### src/rtl/fir_seq_ctrl.sv
// fir_seq_ctrl: moves one sample at a time through rbuf and the HLS FIR core,
// captures the filter result and presents it on a valid/ready output.
// It also muxes the x_ant and coefficient BRAM addresses between rbuf and the filter.
//
// state     | meaning
// IDLE      | ready for a sample (s_ready=1)
// LOAD      | rbuf_en held for 2 cycles with the latched sample
// WAIT_RBUF | waiting for rbuf_done, watchdog running
// START     | filt_start held for START_CYCLES cycles
// RUN       | waiting for filt_done, watchdog running
// OUT       | result presented until m_ready

module fir_seq_ctrl #(
    parameter int M            = 23,
    parameter int ADDR_SIZE    = 5,
    parameter int DATA_SIZE    = 16,
    parameter int START_CYCLES = 2,
    parameter int TIMEOUT      = 1024
) (
    input  logic                   clk,
    input  logic                   rst,
    input  logic                   s_valid,
    output logic                   s_ready,
    input  logic [DATA_SIZE-1:0]   s_data,
    input  logic [1:0]             filt_sel,
    input  logic                   dc_en,
    output logic                   rbuf_en,
    output logic [DATA_SIZE-1:0]   rbuf_di,
    input  logic [ADDR_SIZE-1:0]   rbuf_addr,
    input  logic                   rbuf_owe,
    input  logic                   rbuf_done,
    output logic                   filt_start,
    input  logic                   filt_done,
    input  logic [DATA_SIZE-1:0]   filt_result,
    input  logic [ADDR_SIZE-1:0]   filt_xant_addr,
    input  logic [ADDR_SIZE-1:0]   filt_xcoefs_addr,
    output logic                   filt_dc_en,
    output logic [ADDR_SIZE-1:0]   xant_addr,
    output logic                   xant_we,
    output logic [ADDR_SIZE+1:0]   coefs_addr,
    output logic                   m_valid,
    input  logic                   m_ready,
    output logic [DATA_SIZE-1:0]   m_data,
    output logic [15:0]            sample_cnt,
    output logic                   busy,
    output logic                   timeout_err
);

    // One down-counter serves the LOAD and START pulse widths and the watchdog.
    localparam int TW = (TIMEOUT > 8) ? $clog2(TIMEOUT) : 3;

    localparam logic [ADDR_SIZE-1:0] ADDR_MAX  = ADDR_SIZE'(M - 1);
    localparam logic [TW-1:0]        LOAD_LEN  = TW'(1);
    localparam logic [TW-1:0]        START_LEN = TW'(START_CYCLES - 1);
    localparam logic [TW-1:0]        WDOG_LEN  = TW'(TIMEOUT - 1);

    typedef enum logic [2:0] {
        IDLE,
        LOAD,
        WAIT_RBUF,
        START,
        RUN,
        OUT
    } state_t;

    state_t               state;
    state_t               state_nx;
    logic [TW-1:0]        tmr;
    logic [TW-1:0]        tmr_val;
    logic                 tmr_ld;
    logic                 tmr_tc;
    logic                 accept;
    logic                 capture;
    logic                 handshake;
    logic                 wdog_hit;
    logic [DATA_SIZE-1:0] data_q;
    logic [1:0]           sel_q;
    logic                 dc_q;

    assign tmr_tc = (tmr == '0);

    // Next-state decode; the timer is reloaded on every state entry that needs it.
    always_comb begin
        state_nx  = state;
        tmr_ld    = 1'b0;
        tmr_val   = '0;
        accept    = 1'b0;
        capture   = 1'b0;
        handshake = 1'b0;
        wdog_hit  = 1'b0;
        case (state)
            IDLE: begin
                if (s_valid) begin
                    accept   = 1'b1;
                    state_nx = LOAD;
                    tmr_ld   = 1'b1;
                    tmr_val  = LOAD_LEN;
                end
            end
            LOAD: begin
                if (tmr_tc) begin
                    state_nx = WAIT_RBUF;
                    tmr_ld   = 1'b1;
                    tmr_val  = WDOG_LEN;
                end
            end
            WAIT_RBUF: begin
                if (rbuf_done) begin
                    state_nx = START;
                    tmr_ld   = 1'b1;
                    tmr_val  = START_LEN;
                end else if (tmr_tc) begin
                    wdog_hit = 1'b1;
                    state_nx = IDLE;
                end
            end
            START: begin
                if (tmr_tc) begin
                    state_nx = RUN;
                    tmr_ld   = 1'b1;
                    tmr_val  = WDOG_LEN;
                end
            end
            RUN: begin
                if (filt_done) begin
                    capture  = 1'b1;
                    state_nx = OUT;
                end else if (tmr_tc) begin
                    wdog_hit = 1'b1;
                    state_nx = IDLE;
                end
            end
            OUT: begin
                if (m_ready) begin
                    handshake = 1'b1;
                    state_nx  = IDLE;
                end
            end
            default: state_nx = IDLE;
        endcase
    end

    // State register.
    always_ff @(posedge clk or posedge rst) begin
        if (rst) state <= IDLE;
        else     state <= state_nx;
    end

    // Shared down-counter: load on state entry, count to zero and hold.
    always_ff @(posedge clk or posedge rst) begin
        if (rst)          tmr <= '0;
        else if (tmr_ld)  tmr <= tmr_val;
        else if (!tmr_tc) tmr <= tmr - 1'b1;
    end

    // Sample and per-run configuration are captured only on accept.
    always_ff @(posedge clk or posedge rst) begin
        if (rst) begin
            data_q <= '0;
            sel_q  <= '0;
            dc_q   <= 1'b0;
        end else if (accept) begin
            data_q <= s_data;
            sel_q  <= filt_sel;
            dc_q   <= dc_en;
        end
    end

    // Result capture, completed-sample count and sticky watchdog flag.
    always_ff @(posedge clk or posedge rst) begin
        if (rst) begin
            m_data      <= '0;
            sample_cnt  <= '0;
            timeout_err <= 1'b0;
        end else begin
            if (capture)   m_data      <= filt_result;
            if (handshake) sample_cnt  <= sample_cnt + 16'd1;
            if (wdog_hit)  timeout_err <= 1'b1;
        end
    end

    // Strobes decode straight from state so rst drops them without waiting for a clock.
    assign s_ready    = (state == IDLE);
    assign busy       = (state != IDLE);
    assign rbuf_en    = (state == LOAD);
    assign filt_start = (state == START);
    assign m_valid    = (state == OUT);
    assign rbuf_di    = data_q;
    assign filt_dc_en = dc_q;

    // Out-of-range filter addresses fold to 0 so the filter never reads past the M-deep banks.
    assign xant_we    = rbuf_owe;
    assign xant_addr  = rbuf_owe ? rbuf_addr
                      : ((filt_xant_addr > ADDR_MAX) ? '0 : filt_xant_addr);
    assign coefs_addr = (filt_xcoefs_addr > ADDR_MAX) ? '0 : {sel_q, filt_xcoefs_addr};

endmodule

### config.mk
export PLATFORM = sky130hd
export DESIGN_NAME = fir_seq_ctrl
export DESIGN_NICKNAME = d
export VERILOG_FILES = /design/src/rtl/fir_seq_ctrl.sv
export SDC_FILE = /design/constraint.sdc
export NUM_CORES = 1
export LEC_CHECK = 0
export ABC_CLOCK_PERIOD_IN_PS = 2500
export CAP_MARGIN = 10
export CORE_ASPECT_RATIO = 1.4
export CORE_MARGIN = 4
export CORE_UTILIZATION = 42
export DETAILED_ROUTE_END_ITERATION = 16
export PLACE_DENSITY = 0.79
export SYNTH_ARGS = -nofsm -noshare
export SYNTH_HDL_FRONTEND = slang
export SYNTH_SLANG_ARGS = --single-unit
### constraint.sdc
create_clock -name clk -period 2.5 [get_ports clk]
set_input_delay 0.375 -clock clk [delete_from_list [all_inputs] [get_ports clk]]
set_output_delay 0.375 -clock clk [all_outputs]
set_load 0.02 [all_outputs]
==> summary.txt <==
Timing
  • Setup Viol. Count Final: 0
  • Fin. Hold Viols: 0
  • Worst Skew: 0.0123 ns
  • Final hold slack: 0.412 ns
  • Worst Tran Pin Value: 0.502 ns
  • Unrepaired setup endpoints after global routing: false
  • Tmin final: 2.42 ns
  • Fin Setup TNS: 0 ns
  • Tcrit/Tclk final: 96.6%
  • FMAX: 414 MHz
  • Final WS setup: 0.0847 ns
  • Final slew viol count: 0
  • Slew headroom: 66.3%

Synthesis
  • Post-synth EDFFs: 0
  • Synthesized Nets: 304
  • Post-Synthesis Cells: 245
  • Ys async rst share: 100%
  • Post-synthesis sequential area ratio: 55.6%
  • Top_reg_cell synth: dfrtp_1
  • #FFs+latches synth: 65
  • Syn avg cell area: 11.9 um^2
  • Yosys cell types: 41
  • Post-Synthesis Cell Area: 2920 um^2
  • Yosys warnings: 0

Power
  • P per Cell Area: 758 nW/um^2
  • Tot Pwr: 3.41 mW
  • Clk pwr share: 26.7%
  • Switching share of power: 32.0%
  • Sequential Power Share: 42.4%
  • P_leak: 1.95 nW
  • Worst vdd ir: 0.000471 V
  • Combinational power share: 30.9%
  • P_sw: 1.09 mW
  • Internal: 2.32 mW

Critical path
  • Flop2flop setup slack: 0.27 ns
  • Req. time, crit path: 2.12 ns
  • CP Data Arrival Time: 2.04 ns
  • Max FO, Critical Path: 3
  • Crit Path Category: input port to primary output
  • Setup crit start kind: input port
  • CP endpoint kind: primary output
  • Reg2reg path depth: 6

Layout
  • Area Overhead vs Synth: 53.9%
  • Fillers: 523
  • # diodes: 0
  • Layout Nets: 436
  • Non-Filler Instances: 474
  • Share of cells above drive strength 1: 8.64%

Die
  • Die extent in y: 107 um
  • Die X: 78.5 um
  • Cell row count: 35
  • Die footprint: 8380 um^2
  • Ports: 125
  • Initial Util: 43.6%
  • CORE AREA: 6700 um^2

Route
  • Final ANT Viol Nets: 0
  • Via count: 2,391
  • DRC errors left: 0
  • Drt via density: 5.04
  • DR WL/cell: 15.1 um
  • DRT Wirelength: 7.17 mm
  • DR iter-0 viols: 59
  • Router iterations before antenna repair: 4

Clocking
  • Skew-Pair Late Insertion Delay: 0.34 ns
  • Clock Tree Root: clkbuf_8
  • H-tree levels: 3
  • CTS buffer count: 9
  • Longest Clk Path Bufs: 2
  • CTS tree: done
  • CTS Sinks: 65
  • CTS Hold Buffers Added: 0
  • Post CTS Setup Buffer Count: 0
  • Reg clk slew, reported paths: 0.08 ns

Outcome
  • Status: finished clean

Place
  • Placer Congestion: 0.849
  • Number of port buffers: 124
  • Placed Cells incl. Taps: 458
  • Post-detail-place hpwl: 5.51 mm
  • DP Worst Slack: -0.0351 ns

Global routing
  • Vias in the first global route: 2,537
  • Initial antenna violation count: 0
  • GRT Util Overall: 18.5%
  • Largest net degree at the start of global routing: 66
  • First-pass GRT wire length: 12.1 mm
  • Total grt overflow: 0

Hold path
  • Hold crit path type: input port to asynchronous set/reset pin

Run
  • Number of max-cap violations: 0
## cell type report
class / instances / area [um^2] / area share, %
clock buffer: 10 / 138 / 3.06
multi-input combinational: 164 / 1230 / 27.4
tap: 92 / 115 / 2.56
sequential: 65 / 1630 / 36.1
inverter: 8 / 30.0 / 0.667
clock inverter: 6 / 66.3 / 1.47
timing repair buffer: 129 / 1290 / 28.7
## stage by stage
step,cell area (um^2),util [%]
finish,4500,67.2
global route,4500,67.2
detailed placement,4290,64.0
floorplan,2920,-
CTS,4490,67.1
global placement,4290,64.0
## Yosys cell counts (2+ instances only)
cell	instances	area (um^2)
nand2_1	17	63.8
and3_1	2	12.5
or4_1	2	15.0
o22ai_1	2	12.5
o31ai_1	2	15.0
nand2b_1	4	25.0
xor2_1	2	17.5
nand3_1	7	35.0
o21ai_0	6	30.0
nor2_1	14	52.6
buf_2	6	30.0
dfrtp_1	65	1630
nor3_2	4	40.0
a22o_1	3	26.3
and4_1	2	17.5
and2_1	7	43.8
xnor2_1	18	158
or4b_1	2	20.0
inv_1	8	30.0
nor3_1	4	20.0
mux2_1	35	394
ha_1	2	25.0
nand4_1	4	25.0
a21oi_1	6	30.0
o21ai_1	5	25.0
## layer usage
layer | vias up | share of wire [%] | track usage [%]
met1 | 1173 | 37 | 19.5
met4 | 0 | 2.1 | 8.38
met2 | 76 | 55 | 34.0
met5 | - | 0 | 0
li1 | 1128 | - | -
met3 | 14 | 6.0 | 4.45
## worst paths after layout
kind / start / to
worst min register to register: timeout_err$_DFFE_PP0P_ / timeout_err$_DFFE_PP0P_
worst min-delay path: rst / rbuf_di[15]$_DFFE_PP0N_
worst max-delay path: filt_xant_addr[2] / xant_addr[0]
min in group clk: timeout_err$_DFFE_PP0P_ / timeout_err$_DFFE_PP0P_
max in group asynchronous: rst / tmr[8]$_DFFE_PP0P_
worst max register to register: tmr[0]$_DFFE_PP0P_ / tmr[6]$_DFFE_PP0P_
## power by group through the flow
stage	Clock [mW]	Sequential [mW]	Combinational (mW)
2_1_floorplan	0	1.56	0.443
3_3_place_gp	0	1.45	1.03
3_5_place_dp	0	1.46	1.06
4_1_cts	0.931	1.44	1.07
5_1_grt	0.984	1.48	1.14
6_report	0.912	1.45	1.05
## timing repair
item                                    in CTS  in global routing
hold endpoints to repair                     0                  0
endpoints found under the setup margin       5                  8
pin swaps                                    0                  0
gates resized for setup                      1                  2
## flip-flops by register name (all words and copies together), names as in the netlist
name,flops
m_data,16
rbuf_di,16
sample_cnt,16
tmr,10
state,3
sel_q,2
filt_dc_en,1
timeout_err,1
## worst max-delay path, stage by stage
cell	delay, ns
clkdlybuf4s50_1	0.44
a31o_2	0.26
a21oi_2	0.19
a22o_1	0.17
clkdlybuf4s50_1	0.60
## placed cells by master, fill, tap and decap left out, types with 2 or more instances in the layout
master	count
or4_1	2
o22ai_1	2
clkinv_4	2
o31ai_1	2
ha_1	2
nand4_1	4
nand2_1	17
nor3_2	4
mux2_1	35
nand2b_1	4
and2_1	7
clkdlybuf4s50_1	124
xor2_1	2
or4b_1	2
and3_1	2
buf_4	4
xnor2_1	18
clkbuf_8	10
nor3_1	4
o21ai_0	5
and4_1	2
nor2_1	14
nand3_1	7
o21ai_2	2
inv_1	7
clkinv_2	2
o21ai_1	5
a22o_1	3
dfrtp_1	65
a21oi_1	5
## cell families after synthesis
logic type | count (synthesis) | share of synthesized area, %
adders and majority gates | 2 | 0.856
AOI/OAI and AO/OA | 31 | 6.97
DFF | 65 | 55.6
xor gates and xnor gates | 20 | 5.99
and+or+nand+nor | 75 | 14.2
buffers and inverters | 16 | 2.44
muxes | 36 | 13.9
Power figures use the tool's default switching activity.
